[src/rtl/sync_fifo_if.sv]
// Push/pop bundle between a FIFO and its producer/consumer.
// Latency: none; pure wiring.
// Backpressure: consumer watches full/empty; rejected requests raise overflow/underflow.
interface sync_fifo_if #(
  parameter int DATA_WIDTH = 16,
  parameter int FIFO_DEPTH = 8
);
  localparam int CW = $clog2(FIFO_DEPTH) + 1;

  logic                  wr_en;
  logic [DATA_WIDTH-1:0] wr_data;
  logic                  rd_en;
  logic [DATA_WIDTH-1:0] rd_data;
  logic                  full;
  logic                  empty;
  logic [CW-1:0]         count;
  logic                  overflow;
  logic                  underflow;

  // Producer/consumer side: issues requests, observes status and head word.
  modport master (
    output wr_en, wr_data, rd_en,
    input  rd_data, full, empty, count, overflow, underflow
  );

  // FIFO side: accepts requests, drives status and head word.
  modport slave (
    input  wr_en, wr_data, rd_en,
    output rd_data, full, empty, count, overflow, underflow
  );
endinterface

[src/rtl/sync_fifo.sv]
// Single-clock show-ahead FIFO, FIFO_DEPTH x DATA_WIDTH (FIFO_DEPTH a power of two, >= 2).
// Latency: push visible on rd_data/count one edge later; head word is combinational.
// Backpressure: push dropped while full, pop ignored while empty; each flags a 1-cycle pulse.
module sync_fifo #(
  parameter int DATA_WIDTH = 16,
  parameter int FIFO_DEPTH = 8
) (
  input logic        clk,
  input logic        rst,
  sync_fifo_if.slave fif
);
  localparam int AW = $clog2(FIFO_DEPTH);
  localparam int CW = AW + 1;

  logic [DATA_WIDTH-1:0] mem_q [FIFO_DEPTH];

  logic [AW-1:0] wr_ptr_q, wr_ptr_d;
  logic [AW-1:0] rd_ptr_q, rd_ptr_d;
  logic [CW-1:0] count_q, count_d;
  logic          overflow_q, overflow_d;
  logic          underflow_q, underflow_d;

  logic full;
  logic empty;
  logic wr_accept;
  logic rd_accept;

  // Status comes straight from the registered occupancy, so it tracks each edge with no lag.
  assign full  = (count_q == CW'(FIFO_DEPTH));
  assign empty = (count_q == '0);

  // Acceptance uses pre-edge status: a full FIFO drops a push even when a pop frees a slot.
  assign wr_accept = fif.wr_en && !full;
  assign rd_accept = fif.rd_en && !empty;

  // Next-state for indices, occupancy and the reject pulses.
  always_comb begin
    wr_ptr_d    = wr_ptr_q;
    rd_ptr_d    = rd_ptr_q;
    count_d     = count_q;
    overflow_d  = fif.wr_en && full;
    underflow_d = fif.rd_en && empty;

    // Power-of-two depth lets the indices wrap by natural overflow.
    if (wr_accept) wr_ptr_d = wr_ptr_q + AW'(1);
    if (rd_accept) rd_ptr_d = rd_ptr_q + AW'(1);

    unique case ({wr_accept, rd_accept})
      2'b10:   count_d = count_q + CW'(1);
      2'b01:   count_d = count_q - CW'(1);
      default: count_d = count_q;
    endcase
  end

  // Control state; reset clears occupancy so any queued data is discarded at once.
  always_ff @(posedge clk or posedge rst) begin
    if (rst) begin
      wr_ptr_q    <= '0;
      rd_ptr_q    <= '0;
      count_q     <= '0;
      overflow_q  <= 1'b0;
      underflow_q <= 1'b0;
    end else begin
      wr_ptr_q    <= wr_ptr_d;
      rd_ptr_q    <= rd_ptr_d;
      count_q     <= count_d;
      overflow_q  <= overflow_d;
      underflow_q <= underflow_d;
    end
  end

  // Storage array; contents are left as-is on reset since occupancy gates visibility.
  always_ff @(posedge clk) begin
    if (wr_accept && !rst) mem_q[wr_ptr_q] <= fif.wr_data;
  end

  assign fif.rd_data   = mem_q[rd_ptr_q];
  assign fif.full      = full;
  assign fif.empty     = empty;
  assign fif.count     = count_q;
  assign fif.overflow  = overflow_q;
  assign fif.underflow = underflow_q;
endmodule

[src/flat_wrapper.sv]
// flat-port wrapper written by rule: the top's interface ports become plain ports
module sync_fifo_flat 
#(
  parameter int DATA_WIDTH = 16,
  parameter int FIFO_DEPTH = 8
)
  (clk, rst, fif_wr_en, fif_wr_data, fif_rd_en, fif_rd_data, fif_full, fif_empty, fif_count, fif_overflow, fif_underflow);
  sync_fifo_if #(.DATA_WIDTH(DATA_WIDTH), .FIFO_DEPTH(FIFO_DEPTH)) fif_i ();
  input logic clk;
  input logic rst;
  input wire logic [$bits(fif_i.wr_en)-1:0] fif_wr_en;
  input wire logic [$bits(fif_i.wr_data)-1:0] fif_wr_data;
  input wire logic [$bits(fif_i.rd_en)-1:0] fif_rd_en;
  output wire logic [$bits(fif_i.rd_data)-1:0] fif_rd_data;
  output wire logic [$bits(fif_i.full)-1:0] fif_full;
  output wire logic [$bits(fif_i.empty)-1:0] fif_empty;
  output wire logic [$bits(fif_i.count)-1:0] fif_count;
  output wire logic [$bits(fif_i.overflow)-1:0] fif_overflow;
  output wire logic [$bits(fif_i.underflow)-1:0] fif_underflow;
  assign fif_i.wr_en = fif_wr_en;
  assign fif_i.wr_data = fif_wr_data;
  assign fif_i.rd_en = fif_rd_en;
  assign fif_rd_data = fif_i.rd_data;
  assign fif_full = fif_i.full;
  assign fif_empty = fif_i.empty;
  assign fif_count = fif_i.count;
  assign fif_overflow = fif_i.overflow;
  assign fif_underflow = fif_i.underflow;
  sync_fifo #(.DATA_WIDTH(DATA_WIDTH), .FIFO_DEPTH(FIFO_DEPTH)) u_core (.clk(clk), .rst(rst), .fif(fif_i));
endmodule
[config.mk]
export PLATFORM = sky130hd
export DESIGN_NAME = sync_fifo_flat
export DESIGN_NICKNAME = d
export VERILOG_FILES = /design/src/rtl/sync_fifo_if.sv /design/src/rtl/sync_fifo.sv /design/src/flat_wrapper.sv
export SDC_FILE = /design/constraint.sdc
export NUM_CORES = 1
export LEC_CHECK = 0
export CELL_PAD_IN_SITES_DETAIL_PLACEMENT = 0
export CELL_PAD_IN_SITES_GLOBAL_PLACEMENT = 1
export CORE_MARGIN = 1
export CORE_UTILIZATION = 46
export DETAILED_ROUTE_END_ITERATION = 7
export GPL_ROUTABILITY_DRIVEN = 1
export MAX_ROUTING_LAYER = met4
export PLACE_DENSITY_LB_ADDON = 0.1
export SKIP_CTS_REPAIR_TIMING = 1
export SLEW_MARGIN = 15
export SYNTH_ARGS = -nofsm -noshare
export SYNTH_HDL_FRONTEND = slang
export SYNTH_SLANG_ARGS = --single-unit
[constraint.sdc]
create_clock -name clk -period 3.2 [get_ports clk]
set_clock_uncertainty 0.2 [all_clocks]
set_input_delay 0.32 -clock clk [delete_from_list [all_inputs] [get_ports clk]]
set_output_delay 0.32 -clock clk [all_outputs]
set_load 0.03 [all_outputs]
* Word level (Yosys, flattened, before mapping)
Memory sizes are Yosys's and may differ from the RTL's. Index checks and enable logic that the tools add are counted.
Word-level totals: register bits after elaboration 12, memory bits (writable) 128, bits of input ports 20, output and inout bits 24, logic and storage cells 26, memories 1
Memory list:
- u_core.mem_q | depth 8, bits a word 16, rd ports 1, clocked after memory_dff 0, wr ports 1, line sync_fifo.sv:15 | logic [DATA_WIDTH-1:0] mem_q [FIFO_DEPTH];
Operators by class: add/sub/neg operators 4, equality and inequality tests 3, muxes and demuxes 3, reductions and logical operators 10
Operators with widths (count):
- 4-bit one-hot mux with 2 select lines | 1
- 3-bit by 1-bit adder with 3-bit output, second input constant | 2
- 1-bit logical AND | 5
- 4-bit by 1-bit adder with 4-bit output, second input constant | 1
- 4-bit == test, second input constant | 1
- 4-bit logical NOT | 1
- 4-bit by 1-bit subtractor with 4-bit output, second input constant | 1
- 1-bit logical NOT | 3
- 2-bit by 1-bit == test with 1-bit output, second input constant | 1
- 2-bit == test, second input constant | 1
- 1-bit 2-to-1 mux | 2
- 2-bit nonzero test | 1

* Longest topological paths before layout
depth in word-level cells 6, depth in mapped cells 9, depth with buffers taken out 8

* Least setup slack after synthesis
No wires, ideal clock.
path kind register -> register, start reg u_core.count_q[2], in the netlist u_core.fif.count[2], end mem u_core.mem_q[0][0], enable pin, library setup time 0.436 ns, arrival time 2.716 ns, required time 2.564 ns, path slack -0.152 ns, stages on the path, launching flop included 5, path buffers 1, period minus slack after synthesis 3.352 ns, cell sequence dfrtp_1 -> buf_2 -> or4b_4 -> nand2_4 -> nor4b_1
On the way: word-level cells in the longest chain between the ends 6
RTL lines:
- start, declared | line sync_fifo.sv:19 | logic [CW-1:0] count_q, count_d;
- start signal, assigned | line sync_fifo.sv:66 | count_q <= count_d;
- 4-bit == test | line sync_fifo.sv:29 | assign full = (count_q == CW'(FIFO_DEPTH));
- 1-bit logical NOT | line sync_fifo.sv:33 | assign wr_accept = fif.wr_en && !full;
- 1-bit logical AND | line sync_fifo.sv:33
- 1-bit logical AND | line sync_fifo.sv:74 | if (wr_accept && !rst) mem_q[wr_ptr_q] <= fif.wr_data;
- 1-bit 2-to-1 mux | line sync_fifo.sv:74
- 1-bit 2-to-1 mux (implied by the code) | line sync_fifo.sv:74
- end, declared | line sync_fifo.sv:15
No other way between the ends.

* Worst setup path in the final report
start reg u_core.rd_ptr_q[0], end out fif_rd_data[13]
On the way: word-level cells in the longest chain between the ends 1
RTL lines:
- start, declared | line sync_fifo.sv:18 | logic [AW-1:0] rd_ptr_q, rd_ptr_d;
- start signal, assigned | line sync_fifo.sv:65 | rd_ptr_q <= rd_ptr_d;
- memory 8 x 16 bit
- end, declared | line flat_wrapper.sv:14 | output wire logic [$bits(fif_i.rd_data)-1:0] fif_rd_data;
No other way between the ends.

==> flow_summary.yaml <==
setup_path:
  critPathCaptureType: "output port"
  cp_top_family: "multiplexers"
  endpoint: "fif_rd_data[13]"
  reg2reg_slack_ps: 360
  crit_chain: "buf_4, mux4_1, mux2_2, clkdlybuf4s50_1"
  slowest_delay_ps: 610
  path_class: "reg -> out"
  cp_slowest_cell: "mux4_1"
  path_depth: 4
  worst-path-buf-inv: 2
  cp-startpoint: "u_core.rd_ptr_q[0]"
  cp.arrival_ps: 2530
  crit_path_start_kind: "flip-flop"
  reg2reg_from: "u_core.fif.count[0]"
  critPathMaxFanout: 13
  cp.required_ps: 2680
  regToRegEndpoint: "u_core.fif.count[3]"
  reg2regPathDepth: 6
detailed_routing:
  dr_total_vias: 2660
  dr.first_iter.drc_count: 144
  wl_mm: 9.99
  top_layer_used: "met4"
  routedLengthMet1_mm: 4.73
  routed_via_density: 5.55
  ant_nets: 0
  met2_length_mm: 4.89
  wl_met3_um: 280
  drt_first_pass_iters: 4
  route.detailed.drc: 0
  wl_per_cell_um: 20.9
yosys:
  synth_fp_nets: 280
  synth_edf_count: 128
  synth_cell_types: 37
  yosys_warnings: 0
  syn_area_um2: 5660
  synth_area_leaders: "edfxtp_1 (68%), mux4_1 (12%), dfrtp_1 (5.3%)"
  seq_area_frac_synth_pct: 73.3
  yosys.area.top_type: "edfxtp_1"
  ys.flop_type: "edfxtp_1"
  ys_ff_latch: 140
  synth.avg_cell_area_um2: 22.2
  async_flop_share_pct: 8.57
  netlist_instances: 255
  netlist.area_leader.share_pct: 68.0
die:
  core_area_um2: 12000
  die_y_um: 113
  dieArea_um2: 12700
  die_x_um: 113
  ioPinCount: 44
  num_rows: 40
  initial_core_util_pct: 47.1
timing:
  slew_headroom_pct: 76.2
  fin_hold_ws_ps: 138
  min_period_over_period_pct: 95.3
  drv_slew: 0
  hold_viol: 0
  fin_tns_setup_ps: 0
  setup_violations: 0
  layout_min_cycle_time_ps: 3050
  worst_pin_slew_ps: 357
  max_freq_ghz: 0.328
  rsz0062_at_grt: "no"
final_layout:
  syn2layout_area_growth_pct: 21.3
  final_common_cell: "edfxtp_1"
  antennaDiodeCount: 0
  mostFrequentLayoutCells: "edfxtp_1 (128), clkdlybuf4s50_1 (43), mux4_1 (26), mux2_2 (19), clkbuf_16 (17)"
  drive_gt1_share_pct: 23.2
  nets: 344
  fin_util_pct: 57.1
global_route:
  grt_antenna_before_repair: 0
  grt_max_degree: 25
  grt_pass1_wl_mm: 15.3
  overflow: 0
  grt_pass1_vias: 2758
  grtUsageTotal_pct: 17.5
placed_design:
  io_buffer_count: 43
  dp_hpwl_mm: 5.55
  gp_congestion: 0.727
cts:
  cts_tree: "yes"
  cts_root_buffer: "clkbuf_16"
  clock-sinks: 140
  cts_htree_levels: 4
  clockBufferDepth: 2
  clkLatencyLatePin_ps: 410
  cts_buffers: 17
  clkSlewWorstSetupHoldPaths_ps: 60
status:
  status: "finished clean"
run:
  maxCapViolations: 0
power_and_ir_drop:
  p_leak_uw: 0.00235
  powerDensity_nw_per_um2: 908
  ir_drop_mv: 0.403
min_path:
  worstHoldPathType: "in -> async"
## tightest hold or removal path, stage by stage
cell	delay, ps
clkdlybuf4s50_1	490
inv_1	80
buf_4	210
## registers in the layout, summed over array words and instances (netlist names)
register              cells
u_core.wr_ptr_q           3
u_core.fif.overflow       1
u_core.fif.count          4
u_core.rd_ptr_q           3
u_core.fif.underflow      1
u_core.mem_q            128
## through the flow
| step | total power [uW] | area (um2) | std cells | setup WS [ps] |
|---|---|---|---|---|
| CTS | 6310 | 6860 | 479 | 31.0 |
| finish | 6230 | 6860 | 479 | 149 |
| floorplan | 3870 | 5670 | 255 | 323 |
| detailed placement | 4540 | 6330 | 447 | 367 |
| global placement | 4530 | 6330 | 447 | 420 |
| global route | 6490 | 6860 | 479 | 56.2 |
## worst min path at each step
| stage | from | to |
|---|---|---|
| after global placement | u_core.fif.count[0] | u_core.fif.count[0] |
| after detailed placement | u_core.fif.count[0] | u_core.fif.count[0] |
| after global routing | rst | u_core.wr_ptr_q[1] |
| after floorplan | rst | u_core.fif.count[0] |
| final | rst | u_core.wr_ptr_q[1] |
| after CTS | rst | u_core.wr_ptr_q[1] |
## per-layer routing
metal | vias to the layer above | GRT usage [%]
li1 | 1213 | -
met5 | - | -
met4 | 0 | 6.05
met2 | 45 | 26.3
met3 | 6 | 4.93
met1 | 1396 | 23.3
## cell usage after synthesis, drive strengths merged (2+ instances only)
cell type / number
nor4: 2
or4b: 2
nor2: 6
mux4: 32
buf: 10
xor2: 2
mux2: 19
clkbuf: 3
inv: 4
nor3: 3
and2: 2
ha: 5
edfxtp: 128
nand2: 4
xnor2: 5
dfrtp: 12
nand3: 3
## where the power goes
group	internal (uW)	total, uW	switching, uW	leakage [uW]
clock	1080	1750	676	0.000258
sequential	2200	2350	147	0.00130
combinational	1040	2130	1090	0.000787
total	4320	6230	1910	0.00235
## cells by family after synthesis
family | synth area share [%]
flip-flops | 73.3
multiplexers | 18.4
AND/OR/NAND/NOR | 2.92
buffers and inverters | 2.06
AO/OA/AOI/OAI | 1.13
XOR/XNOR | 1.08
adder cells (fa/ha/maj) | 1.11
## final cells by class
| cell class | instances | area (um2) |
|---|---|---|
| sequential | 140 | 4150 |
| tap | 147 | 184 |
| clock buffer | 23 | 458 |
| inverter | 4 | 15.0 |
| fill | 930 | 5150 |
| clock inverter | 9 | 73.8 |
| multi-input combinational | 98 | 1440 |
| timing repair buffer | 58 | 547 |
No activity file was read; power rests on OpenSTA's default activity.
